$ cat src/rtl/apb_cmd_master.sv
// APB requester: queues read/write commands in a small FIFO and issues them as SETUP/ACCESS
// transfers once init_done is high. Define APB_CMD_MASTER_TIMEOUT_EN to build the ACCESS timeout.
module apb_cmd_master #(
  parameter int unsigned AW             = 32,
  parameter int unsigned DW             = 32,
  parameter int unsigned DEPTH          = 4,
  parameter int unsigned TIMEOUT_CYCLES = 64
) (
  input  logic          pclk,
  input  logic          preset,
  input  logic          init_done,
  input  logic          cmd_valid,
  output logic          cmd_ready,
  input  logic          cmd_write,
  input  logic [AW-1:0] cmd_addr,
  input  logic [DW-1:0] cmd_wdata,
  output logic          rsp_valid,
  output logic          rsp_write,
  output logic [DW-1:0] rsp_rdata,
  output logic          rsp_timeout,
  output logic          busy,
  output logic          psel,
  output logic          penable,
  output logic          pwrite,
  output logic [AW-1:0] paddr,
  output logic [DW-1:0] pwdata,
  input  logic [DW-1:0] prdata,
  input  logic          pready
);
  localparam int unsigned PW = $clog2(DEPTH);
  localparam int unsigned CW = PW + 1;

  typedef struct packed {
    logic          write;
    logic [AW-1:0] addr;
    logic [DW-1:0] wdata;
  } cmd_t;

  typedef enum logic [1:0] {IDLE, SETUP, ACCESS} state_t;

  cmd_t          mem [DEPTH];
  cmd_t          head;
  logic [PW-1:0] wr_ptr, rd_ptr, rd_ptr_nxt;
  logic [CW-1:0] count;
  logic          push, pop, tmo_hit;
  state_t        state_q, state_d;

  assign cmd_ready  = (count != CW'(DEPTH));
  assign push       = cmd_valid && cmd_ready;
  assign rd_ptr_nxt = rd_ptr + PW'(1);
  assign busy       = (count != '0) || (state_q != IDLE);

  // On ACCESS->SETUP the current head is popped on that same edge, so the next
  // transfer's fields come from the following slot.
  assign head = pop ? mem[rd_ptr_nxt] : mem[rd_ptr];

  // NOTE: sequential state uses non-blocking assignments so every register samples pre-edge values.
  always_ff @(posedge pclk) begin
    if (!preset) begin
      wr_ptr <= '0;
      rd_ptr <= '0;
      count  <= '0;
    end else begin
      if (push) wr_ptr <= wr_ptr + PW'(1);
      if (pop)  rd_ptr <= rd_ptr_nxt;
      case ({push, pop})
        2'b10:   count <= count + CW'(1);
        2'b01:   count <= count - CW'(1);
        default: ;
      endcase
    end
  end

  // NOTE: the storage array has no reset; entry validity is carried by count and the pointers.
  always_ff @(posedge pclk) begin
    if (push) mem[wr_ptr] <= {cmd_write, cmd_addr, cmd_wdata};
  end

  // NOTE: every always_comb output gets a default first so no latch can be inferred.
  always_comb begin
    state_d = state_q;
    pop     = 1'b0;
    unique case (state_q)
      IDLE:   if (count != '0 && init_done) state_d = SETUP;
      SETUP:  state_d = ACCESS;
      ACCESS: begin
        if (pready || tmo_hit) begin
          pop = 1'b1;
          // A command pushed on this same edge is not readable yet; it starts from IDLE.
          state_d = (count > CW'(1) && init_done) ? SETUP : IDLE;
        end
      end
      default: state_d = IDLE;
    endcase
  end

  always_ff @(posedge pclk) begin
    if (!preset) begin
      state_q   <= IDLE;
      psel      <= 1'b0;
      penable   <= 1'b0;
      pwrite    <= 1'b0;
      paddr     <= '0;
      pwdata    <= '0;
      rsp_valid <= 1'b0;
      rsp_write <= 1'b0;
      rsp_rdata <= '0;
    end else begin
      state_q <= state_d;
      psel    <= (state_d != IDLE);
      penable <= (state_d == ACCESS);
      if (state_d == SETUP) begin
        pwrite <= head.write;
        paddr  <= head.addr;
        pwdata <= head.wdata;
      end
      rsp_valid <= pop;
      rsp_write <= pop && pwrite;
      rsp_rdata <= (pop && !pwrite && !tmo_hit) ? prdata : '0;
    end
  end

`ifdef APB_CMD_MASTER_TIMEOUT_EN
  localparam int unsigned TW = $clog2(TIMEOUT_CYCLES + 1);

  logic [TW-1:0] tmo_cnt;

  // pready has priority: a ready on the limit edge is a normal completion.
  assign tmo_hit = (state_q == ACCESS) && !pready && (tmo_cnt == TW'(TIMEOUT_CYCLES - 1));

  always_ff @(posedge pclk) begin
    if (!preset) begin
      tmo_cnt     <= '0;
      rsp_timeout <= 1'b0;
    end else begin
      if (state_q == SETUP)                   tmo_cnt <= '0;
      else if (state_q == ACCESS && !pready)  tmo_cnt <= tmo_cnt + TW'(1);
      rsp_timeout <= tmo_hit;
    end
  end
`else
  assign tmo_hit     = 1'b0;
  assign rsp_timeout = 1'b0;
`endif

endmodule

$ cat config.mk
export PLATFORM = sky130hd
export DESIGN_NAME = apb_cmd_master
export DESIGN_NICKNAME = d
export VERILOG_FILES = /design/src/rtl/apb_cmd_master.sv
export SDC_FILE = /design/constraint.sdc
export NUM_CORES = 1
export LEC_CHECK = 0
export CAP_MARGIN = 20
export CORE_ASPECT_RATIO = 0.6
export CORE_MARGIN = 3
export CORE_UTILIZATION = 60
export CTS_BUF_LIST = sky130_fd_sc_hd__clkbuf_8
export DETAILED_ROUTE_END_ITERATION = 12
export PLACE_DENSITY = 0.9
export SLEW_MARGIN = 15
export SYNTH_ARGS = -nofsm -noshare
export SYNTH_HDL_FRONTEND = slang
export SYNTH_SLANG_ARGS = --single-unit
$ cat constraint.sdc
create_clock -name pclk -period 8.5 [get_ports pclk]
set_clock_uncertainty 0.2 [all_clocks]
set_input_delay 2.125 -clock pclk [delete_from_list [all_inputs] [get_ports pclk]]
set_output_delay 2.125 -clock pclk [all_outputs]
set_load 0.03 [all_outputs]
Word level (Yosys, flattened, before mapping) --
Memory sizes are Yosys's and may differ from the RTL's. A register that Yosys moved wholly into a read port is not among the register bits. Cells that the tools add are included.
Operators by class: add/subtract/negate cells 4, order comparisons 1, reductions and logical operators 13, muxes and demuxes 12, eq/ne operators 7
Operator list (count):
- two-way mux 65 bit | 1
- two-way mux 2 bit | 4
- == test 2 x 1 -> 1 bit (second input constant) | 3
- == test 2 bit (second input constant) | 3
- case mux 2 bit (3 select lines) | 1
- case mux 3 bit (2 select lines) | 1
- nonzero test 2 bit | 3
- logical AND 1 bit | 5
- two-way mux 1 bit | 5
- adder 2 x 1 -> 2 bit (second input constant) | 2
- adder 3 x 1 -> 3 bit (second input constant) | 1
- greater-than comparator 3 x 1 -> 1 bit (second input constant) | 1
- inequality test 3 bit (second input constant) | 1
- nonzero test 3 bit | 1
- subtractor 3 x 1 -> 3 bit (second input constant) | 1
- zero test 2 bit | 1
- AND reduction 2 bit | 1
- zero test 1 bit | 1
- logical OR 1 bit | 1
Storage, ports and cells: logic and storage cells 50, memory bits (writable) 260, bits in registers 110, bits of input ports 102, memories 1
Memory list:
- mem | depth 4, width 65, rd ports 2, clocked after Yosys merged registers in 1, wr ports 1, line 41 | cmd_t mem [DEPTH];

Depth between registers and ports, before layout --
Gate-level depths: netlist of the first run.
depth after elaboration 6, depth in mapped cells 8, gate-level depth less buffers 8

Least setup slack after synthesis of the first run --
Ideal clock, no wire load.
path kind input to register, start input port cmd_valid, end memory mem[0][0] (netlist name) (enable), library setup time 430 ps, setup slack 3782 ps, cell stages on the path 2, arrival 4089 ps, cell sequence a21boi_1 -> and2_1
On the way: cells in the longest elaborated chain, start to end 3
Ends and longest elaborated chain:
- start: declaration | line 12 | input logic cmd_valid,
- logical AND 1 bit | line 49 | assign push = cmd_valid && cmd_ready;
- two-way mux 1 bit | line 76 | if (push) mem[wr_ptr] <= {cmd_write, cmd_addr, cmd_wdata};
- two-way mux 1 bit (implied by the code) | line 76
- end: declaration | line 41
Every way passes these cells.

Final worst setup path of the first run --
start register count[1], end output port busy
On the way: cells in the longest elaborated chain, start to end 2
Ends and longest elaborated chain:
- start: declaration | line 44 | logic [CW-1:0] count;
- start signal: assignment | line 67 | 2'b10: count <= count + CW'(1);
- start signal: assignment | line 68 | 2'b01: count <= count - CW'(1);
- nonzero test 3 bit | line 51 | assign busy = (count != '0) || (state_q != IDLE);
- logical OR 1 bit | line 51
- end: declaration | line 21 | output logic busy,
Every way passes these cells.

==> results of run 1 <==
-- layout by cell type (no fill, tap or decap), types with 2 or more instances in the layout --
cell type	count
dfxtp_4	4
mux2i_1	67
and2_1	32
xor2_1	3
inv_1	26
a211oi_1	66
edfxtp_1	260
ha_1	9
xnor2_1	2
and2_4	4
clkdlybuf4s50_1	204
and3_1	2
mux4_2	130
a21oi_1	67
nand2_1	2
clkinv_1	5
dfxtp_1	108
inv_2	2
buf_4	9
clkbuf_8	67
nor2_1	12
-- registers in the layout, indices dropped and copies added (netlist names), 2 cells and up, named ones only --
name	count
pwdata	32
wr_ptr	2
mem	260
rd_ptr	2
rsp_rdata	32
count	3
paddr	32
state_q	2
-- layer usage --
layer  track usage  share of wire
met5             0        0.00039
met4       0.05551          0.014
met3       0.07492          0.086
met2        0.3979           0.49
met1        0.3293           0.41
-- logic make-up after synthesis --
| kind of cell | synth area share |
|---|---|
| adder cells (fa/ha/maj) | 0.007250 |
| flip-flops | 0.6470 |
| XOR/XNOR | 0.002820 |
| other | 0.0002414 |
| AND/OR/NAND/NOR | 0.02264 |
| AO/OA/AOI/OAI | 0.05631 |
| multiplexers | 0.2317 |
| buffers and inverters | 0.03206 |
-- layout make-up --
| cell class | instances | area share |
|---|---|---|
| flip-flops and latches | 372 | 0.5393 |
| well taps | 345 | 0.02313 |
| repair buffers | 213 | 0.1130 |
| multi-input cells | 409 | 0.2683 |
| clock inverters | 26 | 0.005296 |
| clock buffers | 67 | 0.04941 |
| inverters | 8 | 0.001609 |
-- power breakdown --
group / switching [mW] / total (mW) / internal [mW] / leakage (nW)
Combinational: 0.334 / 0.599 / 0.265 / 2.53
Sequential: 0.0729 / 2.13 / 2.06 / 3.30
Clock: 0.638 / 1.34 / 0.700 / 0.600
Total: 1.04 / 4.07 / 3.03 / 6.44
-- through the flow --
| step | hold slack, ns | worst slack [ns] |
|---|---|---|
| after floorplan | 0.2868 | 3.782 |
| after global placement | 0.3111 | 3.147 |
| after detailed placement | 0.3207 | 3.050 |
| after CTS | 0.3279 | 3.560 |
| after global routing | 0.3485 | 3.487 |
| final | 0.3233 | 3.599 |
-- path summary, 6_finish.rpt --
kind                 to  slack [ns]  depth (start not counted)
max                busy        3.60                          4
min          pwdata[16]        0.32                          2
max reg2reg    paddr[9]        5.02                          8
min reg2reg  pwdata[16]        0.32                          2
-- worst register-to-register path, cell delays in order, from the launching register on --
cell,delay (ns)
dfxtp_1,0.42
inv_1,0.09
ha_1,0.26
o21ba_2,0.25
o31ai_4,0.05
buf_4,0.65
and2_2,0.70
buf_4,0.53
a211oi_1,0.18
==> flow_summary.yaml, run 1 <==
flow_run:
  drv_cap: 0
clock_tree:
  insertion_delay_ns: 0.57
  cts_sinks: 372
  post_cts_resized: 0
  cts_tree: "yes"
  cts-root-buf: "clkbuf_8"
  holdBufCountCts: 0
  clk_pin_slew_ns: 0.07
  clockBufferDepth: 3
  htree_levels: 2
  cts_buffers: 50
  post_cts_buffers: 0
global_route:
  grt_first_pass_wirelength_um: 51560
  grtUsageTotal: 0.2431
  antenna_found_initial: 1
  globalRoute.totalOverflow: 0
  grt_start_max_net_pins: 68
  grt_pass1_vias: 9030
pwr:
  leakage_nw: 6.439
  peakVddDrop_v: 0.0001999
  finalPower_mw: 4.072
  powerDensity_nw_per_um2: 218.2
sta:
  clock.fmax_mhz: 204.1
  fin_crit_ns: 4.901
  drv_slew: 0
  period_share: 0.5766
  final-hold-violation-count: 0
  fin_tns_setup_ns: 0
  setup_viol: 0
  slew_headroom: 0.2902
  rsz0062_at_grt: "false"
  tightestPinTransition_ns: 1.065
floorplanning:
  start_util: 0.6256
  dieArea_sq_um: 27920
  core-area_sq_um: 24830
  die_w_um: 213.7
  dieHeight_um: 130.6
  io_pins: 206
  rows: 44
hold_path:
  hp-class: "flip-flop to flip-flop"
  hp-start: "pwdata[16]"
logic_synthesis:
  ys_async_sr_fraction: 0
  synth_nets: 970
  synthTopCellsByCount: "edfxtp_1 (260), mux4_2 (130), dfxtp_1 (112)"
  synth_seq_cells: 372
  syn-cell-area_sq_um: 15530
  synth_top_area_share: 0.5027
  yosysMostFrequentCell: "edfxtp_1"
  synth_edf_count: 260
  ys_warn_count: 0
  seq_area_frac_synth: 0.6470
  syn_inst: 859
  yosysTopAreaCell: "edfxtp_1"
  synth_top_flop_cell: "edfxtp_1"
  syn_area_per_cell_sq_um: 18.08
  synth.distinct_cells: 32
  yosys-top-cells-area: "edfxtp_1 (50%), mux4_2 (19%), dfxtp_1 (14%), mux2i_1 (4.3%), a211oi_1 (3.2%)"
cells_and_area:
  syn2layout_area_growth_pct: 20.16
  antennaDiodeCount: 0
  register_area_sq_um: 10060
  fin_cells: 1440
  post-route-util: 0.7517
  layout-drive-gt1-share: 0.2046
  nFillCells: 1405
  nets: 1165
  multiInputGateArea_sq_um: 5007
  fin_area_sq_um: 18660
routing:
  drtPass1Iterations: 5
  totalWireLength_um: 33470
  drc: 0
  drtAntennaViolNets: 0
  drtIter0Drc: 682
  routed_via_density: 6.061
  vias: 8728
  wl_per_cell_um: 23.24
worst_setup_path:
  path_max_fanout: 4
  crit_chain: "inv_1 > ha_1 > or4b_2 > clkdlybuf4s50_1"
  slowest_stage: "or4b_2"
  critPathLaunchType: "flip-flop"
  path_class: "flip-flop to output pin"
  critPathMaxStageDelay_ns: 0.67
  reg2reg_from: "count[0]"
  path_delay_family: "buffers and inverters"
  cp-end-kind: "output pin"
  cp.buffers_inverters: 2
  crit_start: "count[1]"
  required_ns: 6.18
  arrival_ns: 2.58
placed_design:
  placed_area_sq_um: 17640
  gp_congestion: 0.7206
  dpl.hpwl_um: 20200
  portBuffers: 204
  dpl.cell_count: 1347
outcome:
  status: "finished clean"
(Power assumes the default switching activity.)
==> run 2, diff against run 1 <==
--- a/config.mk
+++ b/config.mk
@@ -8,10 +8,10 @@
 export CAP_MARGIN = 20
 export CORE_ASPECT_RATIO = 0.6
 export CORE_MARGIN = 3
-export CORE_UTILIZATION = 60
+export CORE_UTILIZATION = 57
 export CTS_BUF_LIST = sky130_fd_sc_hd__clkbuf_8
 export DETAILED_ROUTE_END_ITERATION = 12
-export PLACE_DENSITY = 0.9
+export PLACE_DENSITY = 0.86
 export SLEW_MARGIN = 15
 export SYNTH_ARGS = -nofsm -noshare
 export SYNTH_HDL_FRONTEND = slang
==> constraint.sdc (replaced) <==
create_clock -name pclk -period 4.8 [get_ports pclk]
set_clock_uncertainty 0.2 [all_clocks]
set_input_delay 1.2 -clock pclk [delete_from_list [all_inputs] [get_ports pclk]]
set_output_delay 1.2 -clock pclk [all_outputs]
set_load 0.03 [all_outputs]
==> flow_summary.yaml, run 2 (synthesized netlist as in run 1, its figures left out) <==
cells_and_area:
  antennaDiodeCount: 0
  regMostFlops: "mem"
  multiInputGateArea_sq_um: 5009
  syn2layout_area_growth_pct: 21.30
  layout-drive-gt1-share: 0.2087
  nFillCells: 1695
  nets: 1173
  post-route-util: 0.7085
  largest_reg_flops: 260
  register_area_sq_um: 10060
  final_common_cell: "edfxtp_1"
  mostFrequentLayoutCells: "edfxtp_1 (260), clkdlybuf4s50_1 (204), mux4_2 (130)"
worst_setup_path:
  reg2reg_from: "count[0]"
  path_class: "flip-flop to output pin"
  cp-end-kind: "output pin"
  required_ns: 3.40
  arrival_ns: 2.51
  path_max_fanout: 4
  r2r_cells: 5
  crit_start: "count[1]"
  critPathLaunchType: "flip-flop"
sta:
  final-hold-violation-count: 0
  period_share: 0.8144
  drv_slew: 0
  fin_tns_setup_ns: 0
  slew_headroom: 0.2683
  fin_crit_ns: 3.909
  setup_viol: 0
  worst_slack_ns: 0.8907
  clock.fmax_mhz: 255.8
  rsz0062_at_grt: "false"
  hold_slack_ns: 0.3249
  tightestPinTransition_ns: 1.098
routing:
  routed_via_density: 6.084
  drtAntennaViolNets: 0
  wl_per_cell_um: 23.48
  drtPass1Iterations: 7
  drc: 0
  vias: 8925
  drtIter0Drc: 746
  totalWireLength_um: 34450
floorplanning:
  rows: 46
  io_pins: 206
  dieHeight_um: 133.9
  dieArea_sq_um: 29330
  die_w_um: 219.1
  core-area_sq_um: 26590
  start_util: 0.5841
outcome:
  status: "finished clean"
global_route:
  antenna_found_initial: 1
  globalRoute.totalOverflow: 0
  grt_pass1_vias: 9185
  grt_first_pass_wirelength_um: 53160
  grtUsageTotal: 0.2370
  grt_start_max_net_pins: 68
clock_tree:
  insertion_delay_ns: 0.59
  clockBufferDepth: 3
  cts_tree: "yes"
  clk_pin_slew_ns: 0.07
  cts_sinks: 372
  post_cts_resized: 0
  holdBufCountCts: 0
  htree_levels: 2
  cts_buffers: 53
  post_cts_buffers: 0
  cts-root-buf: "clkbuf_8"
pwr:
  peakVddDrop_v: 0.0002598
  powerDensity_nw_per_um2: 390.4
  leakage_nw: 6.501
flow_run:
  drv_cap: 0
hold_path:
  holdPathStages: 2
  hp-start: "pwdata[10]"
  hp-class: "flip-flop to flip-flop"
placed_design:
  portBuffers: 204
  dpl.hpwl_um: 20260
  preCtsSetupSlack_ns: 1.187
  gp_congestion: 0.7225
-- run 2: cell count changes in the layout (fill, tap and decap cells not counted), sizes merged --
cell      change
bufinv        +2
inv           -3
clkbuf        -3
clkinvlp      +1
buf           +5
clkinv       +10
-- run 2: per-stage QoR --
step                      cells  power, mW  area (sq um)
after floorplan             859      4.488         15530
after global placement     1367      4.887         17760
after detailed placement   1367      4.924         17760
after CTS                  1467      7.409         18840
after global routing       1467      7.643         18840
final                      1467      7.355         18840
-- run 2: where the power goes --
| part | internal [mW] | switching, mW |
|---|---|---|
| logic | 0.480 | 0.598 |
| registers | 3.65 | 0.133 |
| clock network | 1.31 | 1.18 |
| total | 5.44 | 1.91 |
-- run 2: per-layer routing --
layer	vias up	wire length, um	track usage
met3	46	2982	0.05524
li1	3909	-	-
met2	393	16720	0.3747
met1	4575	14180	0.3374
met5	-	13	0
met4	2	546	0.06508
-- run 2: path summary, 6_finish.rpt --
| path | slack [ns] | endpoint |
|---|---|---|
| hold reg to reg | 0.32 | pwdata[10] |
| setup reg to reg | 2.06 | mem[0][62] |
| hold / removal | 0.32 | pwdata[10] |
| setup / recovery | 0.89 | busy |
-- run 2: layout make-up --
type / count / area share
sequential: 372 / 0.5342
multi-input combinational: 409 / 0.2658
timing repair buffer: 218 / 0.1173
clock buffer: 64 / 0.04675
tap: 360 / 0.02391
clock inverter: 36 / 0.01036
inverter: 8 / 0.001660
-- run 2: critical path, stage by stage (launching register included) --
cell             delay (ns)
dfxtp_1                0.33
inv_1                  0.13
ha_1                   0.24
or4b_2                 0.61
clkdlybuf4s50_1        0.62
